[src/rtl/pio_instr_decoder.sv]
// HPS PIO instruction decoder: turns toggle-handshaked PIO words into
// boot-RAM writes, core release and status back to the HPS.
//
// state  | meaning
// -------+------------------------------------------------------------
// S_INIT | one cycle after reset: adopt the current toggle as already seen
// S_IDLE | wait for the registered toggle to differ from the last one seen
// S_EXEC | perform the captured opcode (write strobe lives here)
// S_ACK  | publish the executed toggle on ack_toggle
module pio_instr_decoder #(
  parameter int ADDR_W = 10,
  parameter int DATA_W = 16
) (
  input  logic              clk,
  input  logic              reset_n,
  input  logic [10:0]       instruction,
  input  logic              boot_loader,
  output logic [ADDR_W-1:0] mem_addr,
  output logic [DATA_W-1:0] mem_wdata,
  output logic              mem_we,
  output logic              run,
  output logic              busy,
  output logic              error,
  output logic              ack_toggle
);

  typedef enum logic [1:0] {S_INIT, S_IDLE, S_EXEC, S_ACK} state_t;

  localparam logic [1:0] OP_CLR      = 2'b00;
  localparam logic [1:0] OP_LOAD_LO  = 2'b01;
  localparam logic [1:0] OP_WRITE_HI = 2'b10;
  localparam logic [1:0] OP_RUN      = 2'b11;

  state_t            r_state;
  state_t            w_next;
  logic [10:0]       r_instr_q;
  logic              r_boot_q;
  logic              r_tog_seen;
  logic [1:0]        r_op;
  logic [7:0]        r_data;
  logic [7:0]        r_lo;
  logic [ADDR_W-1:0] r_addr;
  logic [DATA_W-1:0] r_wdata;
  logic              r_run;
  logic              r_error;
  logic              r_ack;
  logic              w_new_cmd;
  logic              w_we;
  logic [DATA_W-1:0] w_word;

  // Input capture stage; left unreset so it keeps tracking the PIO during
  // reset and INIT sees the live toggle right after release.
  always_ff @(posedge clk) begin
    r_instr_q <= instruction;
    r_boot_q  <= boot_loader;
  end

  assign w_new_cmd = (r_instr_q[10] != r_tog_seen);
  assign w_word    = DATA_W'({r_data, r_lo});

  // State register.
  always_ff @(posedge clk or negedge reset_n) begin
    if (!reset_n) r_state <= S_INIT;
    else          r_state <= w_next;
  end

  // Next-state, busy and write strobe decode.
  always_comb begin
    w_next = r_state;
    busy   = 1'b1;
    w_we   = 1'b0;
    case (r_state)
      S_INIT: w_next = S_IDLE;
      S_IDLE: begin
        busy = 1'b0;
        if (w_new_cmd) w_next = S_EXEC;
      end
      S_EXEC: begin
        w_we   = (r_op == OP_WRITE_HI) && r_boot_q;
        w_next = S_ACK;
      end
      S_ACK:  w_next = S_IDLE;
      default: w_next = S_INIT;
    endcase
  end

  // Command capture, opcode execution and status registers.
  always_ff @(posedge clk or negedge reset_n) begin
    if (!reset_n) begin
      r_tog_seen <= 1'b0;
      r_op       <= OP_CLR;
      r_data     <= '0;
      r_lo       <= '0;
      r_addr     <= '0;
      r_wdata    <= '0;
      r_run      <= 1'b0;
      r_error    <= 1'b0;
      r_ack      <= 1'b0;
    end else begin
      case (r_state)
        S_INIT: begin
          r_tog_seen <= r_instr_q[10];
          r_ack      <= r_instr_q[10];
        end
        S_IDLE: begin
          if (w_new_cmd) begin
            r_op       <= r_instr_q[9:8];
            r_data     <= r_instr_q[7:0];
            r_tog_seen <= r_instr_q[10];
          end
        end
        S_EXEC: begin
          case (r_op)
            OP_CLR: begin
              r_addr  <= '0;
              r_lo    <= '0;
              r_error <= 1'b0;
            end
            OP_LOAD_LO: r_lo <= r_data;
            OP_WRITE_HI: begin
              if (r_boot_q) begin
                r_wdata <= w_word;
                r_addr  <= r_addr + ADDR_W'(1);
                if (r_addr == {ADDR_W{1'b1}}) r_error <= 1'b1;
              end else begin
                r_error <= 1'b1;
              end
            end
            OP_RUN: r_run <= r_data[0] & ~r_boot_q;
            default: ;
          endcase
        end
        S_ACK: r_ack <= r_tog_seen;
        default: ;
      endcase
      // Load mode always holds the core, whatever the opcode did.
      if (r_boot_q) r_run <= 1'b0;
    end
  end

  assign mem_we     = w_we;
  assign mem_addr   = r_addr;
  assign mem_wdata  = w_we ? w_word : r_wdata;
  assign run        = r_run;
  assign error      = r_error;
  assign ack_toggle = r_ack;

endmodule

[config.mk]
export PLATFORM = sky130hd
export DESIGN_NAME = pio_instr_decoder
export DESIGN_NICKNAME = d
export VERILOG_FILES = /design/src/rtl/pio_instr_decoder.sv
export SDC_FILE = /design/constraint.sdc
export NUM_CORES = 1
export LEC_CHECK = 0
export CORE_MARGIN = 2
export CORE_UTILIZATION = 30
export DETAILED_ROUTE_END_ITERATION = 16
export MAX_ROUTING_LAYER = met4
export PLACE_DENSITY_LB_ADDON = 0.12
export SLEW_MARGIN = 10
export SYNTH_ARGS = -nofsm -noshare
export SYNTH_HDL_FRONTEND = slang
export SYNTH_SLANG_ARGS = --single-unit
[constraint.sdc]
create_clock -name clk -period 3.65 [get_ports clk]
set_input_delay 0.365 -clock clk [delete_from_list [all_inputs] [get_ports clk]]
set_output_delay 0.365 -clock clk [all_outputs]
set_load 0.02 [all_outputs]
==> results.json, run 1 <==
{
  "vias_per_cell": 4.30,
  "drv_cap": 0,
  "dieArea_sq_um": 8890,
  "antenna_found_initial": 0,
  "finalCritPeriodShare_pct": 83.4,
  "wirelength_um": 4910,
  "rsz0062_at_grt": "no",
  "worst_pin_slew_ns": 0.539,
  "grt_overflow": 0,
  "synth_seq_cells": 62,
  "use_met1_pct": 17.4,
  "first_global_vias": 1682,
  "clock-skew-final_ns": 0.00907,
  "path_clk_slew_ns": 0.07,
  "hold_violations": 0,
  "yosys_most_used_dff": "dfrtp_1",
  "p_leak_nw": 1.43,
  "cp-end-kind": "output port",
  "cp.arrival_ns": 2.68,
  "power_density_nw_per_um2": 764,
  "hold_buffers": 0,
  "worstSetupPathType": "flop to output port",
  "yosys_warnings": 0,
  "num_antenna_cells": 0,
  "worstPathRequired_ns": 3.28,
  "min_period_ns": 3.05,
  "start_util_pct": 31.3,
  "ir_drop_mv": 0.265,
  "drc": 0,
  "crit_path_frequent_cell": "nand2_1",
  "h-tree-depth": 3,
  "synthCells": 228,
  "dp_hpwl_um": 3350,
  "fin_setup_tns_ns": 0,
  "p_total_mw": 2.44,
  "yosysMostFrequentCell": "nand2_1",
  "drt_iter0_drc": 96,
  "busiest_layer": "met1",
  "synthTopCellsByCount": "71 x nand2_1, 50 x dfrtp_1, 14 x nor2_1, 14 x o21ai_0, 12 x dfxtp_1",
  "setup_viol": 0,
  "drive_gt1_share_pct": 13.8,
  "met2_usage_pct": 17.0,
  "yosysTopAreaCell": "dfrtp_1",
  "grt.total_usage_pct": 12.8,
  "crit_path_top_delay_cell": "clkdlybuf4s50_1",
  "gp_congestion": 0.737,
  "die_h_um": 94.3,
  "cts-resized-gates": 0,
  "synth_area_leaders": "dfrtp_1 51%, nand2_1 11%, dfxtp_1 9.8%",
  "io_pins": 45,
  "final_antenna_net_count": 0,
  "synthDominantCellAreaShare_pct": 51.2,
  "yosysSeqAreaShare_pct": 61.0,
  "cts_root_buf": "clkbuf_8",
  "area_growth_pct": 30.4,
  "cp-start-kind": "flop",
  "met3_usage_pct": 3.05,
  "grt_max_degree": 29,
  "vias": 1655,
  "cts_tree": "done",
  "numCtsBuffers": 9,
  "cts_setup_buffers": 0,
  "drt-wirelength-per-cell_um": 12.8,
  "syn_area_per_cell_sq_um": 10.7,
  "status": "complete, no violations",
  "relSlewSlack_pct": 64.0,
  "syn_nets": 248,
  "port_buffers": 44,
  "hp-class": "input pin to async pin",
  "core_sq_um": 7810,
  "clock_path_buffers": 2,
  "crit_path_cell_trace": "inv_1 > ha_1 > and2b_1 > nand3_2 > buf_4 > inv_2 > nand2_1 > nand2_1 > clkdlybuf4s50_1",
  "max_freq_ghz": 0.328,
  "slew_viol_final": 0,
  "final_nets": 298,
  "num_rows": 32,
  "synth_edf_count": 0,
  "clock_latency_ns": 0.34,
  "async_reset_ff_share_pct": 80.6,
  "grt_pass1_wl_um": 8220,
  "cts_sinks": 62,
  "synthDistinctLibCells": 31,
  "fp.dieW_um": 94.3,
  "synth_area_sq_um": 2440,
  "critPathMaxFanout": 18,
  "dr.pass1.iters": 4,
  "cp_slowest_stage_delay_ns": 0.60
}
[where the power goes]
group | internal [mW] | switching [mW]
combinational | 0.374 | 0.408
clock | 0.352 | 0.269
sequential | 0.880 | 0.153
total | 1.61 | 0.829
[sequential cells by signal, summed over array words and instances, names as in the netlist]
signal      count
run             1
r_op            2
r_wdata        16
r_boot_q        1
r_tog_seen      1
r_instr_q      11
r_lo            8
mem_addr       10
r_state         2
ack_toggle      1
error           1
r_data          8
[layout make-up]
cell class / count / area [sq um]
Fill cell: 792 / 4620
Sequential cell: 62 / 1490
Multi-Input combinational cell: 154 / 892
Timing Repair Buffer: 46 / 450
Clock buffer: 11 / 151
Tap cell: 102 / 128
Clock inverter: 5 / 56.3
Inverter: 5 / 18.8
[metrics by stage]
stage	cell area, sq um	util, %	setup WS (ns)	instances	hold slack (ns)
detailed placement	2980	38.2	0.940	369	0.394
floorplan	2440	-	1.71	228	0.0694
finish	3190	40.8	0.604	385	0.00352
global placement	2980	38.2	0.960	369	0.392
CTS	3190	40.8	0.561	385	0.00913
global route	3190	40.8	0.334	385	0.0359
[path summary, 6_finish.rpt]
kind,end,slack [ns],start,depth (start not counted)
worst max-delay path,mem_wdata[1],0.60,r_state[0],9
worst min-delay path,mem_addr[9],0.004,reset_n,1
worst max register to register,mem_addr[4],1.81,r_state[0],6
worst min register to register,r_op[0],0.46,r_instr_q[8],1
max in group asynchronous,r_wdata[11],2.88,reset_n,2
min in group clk,r_op[0],0.46,r_instr_q[8],1
[routing by layer]
metal  vias up  routed length, um
li1        851                  -
met5         -                  0
met4         0                121
met2        35               2080
met3        10                216
met1       759               2500
[placed cells by master, fill, tap and decap left out, types with 2 or more instances in the layout]
cell / n
clkbuf_8: 11
inv_1: 4
buf_4: 2
clkdlybuf4s50_1: 43
nand3_1: 5
a31o_1: 3
nor3_2: 2
clkinv_2: 2
nor2_1: 14
mux2_2: 11
xnor2_1: 5
a21oi_1: 4
ha_1: 6
mux2i_1: 2
nand4_1: 2
nand2_1: 71
nor4_2: 2
nand2b_1: 4
dfxtp_1: 12
dfrtp_1: 50
o21ai_0: 14
[cell families after synthesis]
logic type / synth area share (%)
AOI/OAI and AO/OA: 5.68
adders and majority gates: 3.07
and+or+nand+nor: 19.7
xor gates and xnor gates: 2.15
DFF: 61.0
muxes: 5.89
buffers and inverters: 2.51
[critical path, delay by kind of cell (launching register included)]
family                     cells  cell delay [ns]
buffers and inverters          4             1.20
and+or+nand+nor                4             0.50
DFF                            1             0.42
adders and majority gates      1             0.21
Power figures use the tool's default switching activity.
==> run 2, diff against run 1 <==
Clock period 3.65 ns to 3 ns, I/O delays scaled along.
==> results.json, run 2 (synthesis gave the netlist of run 1 again) <==
{
  "final_common_cell": "nand2_1",
  "antenna_found_initial": 0,
  "clock_path_buffers": 2,
  "wirelength_um": 5000,
  "dieArea_sq_um": 8890,
  "num_rows": 32,
  "fin_util_pct": 41.3,
  "cp.arrival_ns": 2.45,
  "p_leak_nw": 1.45,
  "drive_gt1_share_pct": 13.7,
  "setup_viol": 0,
  "vias_per_cell": 4.35,
  "relSlewSlack_pct": 60.0,
  "n_fill_cell": 781,
  "grt_overflow": 0,
  "crit_end": "mem_wdata[12]",
  "critPathMaxFanout": 17,
  "fin_setup_tns_ns": 0,
  "reg2reg_setup_slack_ns": 1.14,
  "h-tree-depth": 3,
  "first_global_vias": 1726,
  "grt_pass1_wl_um": 8680,
  "max_freq_ghz": 0.364,
  "io_pins": 45,
  "drt_iter0_drc": 50,
  "final_cells": 386,
  "port_buffers": 44,
  "min_period_ns": 2.75,
  "hold_violations": 0,
  "placed_cells": 369,
  "reg2reg_to": "mem_addr[9]",
  "final_cell_mix": "71 x nand2_1, 50 x dfrtp_1, 43 x clkdlybuf4s50_1",
  "dp_hpwl_um": 3380,
  "start_util_pct": 31.3,
  "ir_drop_mv": 0.336,
  "status": "complete, no violations",
  "cts_setup_buffers": 0,
  "crit_start": "r_state[0]",
  "final_nets": 299,
  "cp-end-kind": "output port",
  "grt_max_degree": 27,
  "fp.dieW_um": 94.3,
  "numCtsBuffers": 9,
  "path_clk_slew_ns": 0.07,
  "cts_tree": "done",
  "drv_cap": 0,
  "slew_viol_final": 0,
  "gp_congestion": 0.767,
  "worstSetupPathType": "flop to output port",
  "cts_sinks": 62,
  "reg2reg_from": "r_state[0]",
  "clock_latency_ns": 0.34,
  "cp-start-kind": "flop",
  "largest_reg_flops": 16,
  "dr.pass1.iters": 4,
  "finalCritPeriodShare_pct": 91.6,
  "clock-skew-final_ns": 0.00834,
  "ff_latch_area_sq_um": 1490,
  "drt-wirelength-per-cell_um": 13.0,
  "multi_input_comb_area_sq_um": 892,
  "num_antenna_cells": 0,
  "vias": 1680,
  "final_antenna_net_count": 0,
  "rsz0062_at_grt": "no",
  "worst_pin_slew_ns": 0.600,
  "regMostFlops": "r_wdata",
  "area_growth_pct": 31.9,
  "power_density_nw_per_um2": 947,
  "cts_root_buf": "clkbuf_8",
  "hp-class": "input pin to flop",
  "die_h_um": 94.3,
  "grt.total_usage_pct": 13.4,
  "core_sq_um": 7810,
  "reg2regPathDepth": 6,
  "worstPathRequired_ns": 2.70,
  "drc": 0
}
-- run 2: power breakdown --
| group | leakage, nW | internal, mW | switching [mW] | total (mW) |
|---|---|---|---|---|
| sequential | 0.750 | 1.07 | 0.180 | 1.25 |
| combinational | 0.582 | 0.456 | 0.502 | 0.958 |
| clock | 0.116 | 0.513 | 0.332 | 0.845 |
-- run 2: layout make-up --
cell class,instances,share of cell area [%]
timing repair buffer,47,14.3
clock inverter,5,2.52
multi-input combinational,154,27.7
tap,102,3.96
sequential,62,46.3
inverter,5,0.621
clock buffer,11,4.70
-- run 2: worst min path at each step --
stage,endpoint,from,cells past startpoint
5_1_grt,r_instr_q[2],instruction[2],1
3_3_place_gp,r_tog_seen,reset_n,1
3_5_place_dp,r_tog_seen,reset_n,1
2_1_floorplan,ack_toggle,reset_n,0
4_1_cts,r_instr_q[2],instruction[2],1
6_report,r_instr_q[2],instruction[2],1
-- run 2: metrics by stage --
step                setup WS (ns)  cell area (sq um)  hold slack, ns  power, mW
finish                      0.252               3220           0.398       3.05
global route               0.0218               3220           0.387       3.27
CTS                         0.162               3220           0.381       3.10
detailed placement          0.550               2980           0.352       2.24
global placement            0.596               2980           0.347       2.23
floorplan                    1.12               2440         0.00441       1.85
-- run 2: per-layer routing --
layer	share of wire, %	up-vias	global-route usage [%]
met1	52	787	18.8
met5	0	-	-
met4	1.8	0	7.61
met2	42	40	17.7
li1	-	845	-
met3	4.2	8	2.97
-- run 2: worst max-delay path, cell delays in order, from the launching register on --
cell             delay [ns]
dfrtp_1                0.42
inv_1                  0.08
ha_1                   0.25
and2b_1                0.23
nand3_2                0.10
buf_4                  0.24
nand2_1                0.08
nand2_1                0.10
clkdlybuf4s50_1        0.61
-- run 2: timing repair --
action / in CTS / in global routing
hold buffers: 1 / 0
gates resized for setup: 0 / 1
endpoints found under the setup margin: 0 / 11
endpoints found under the hold margin: 25 / 0
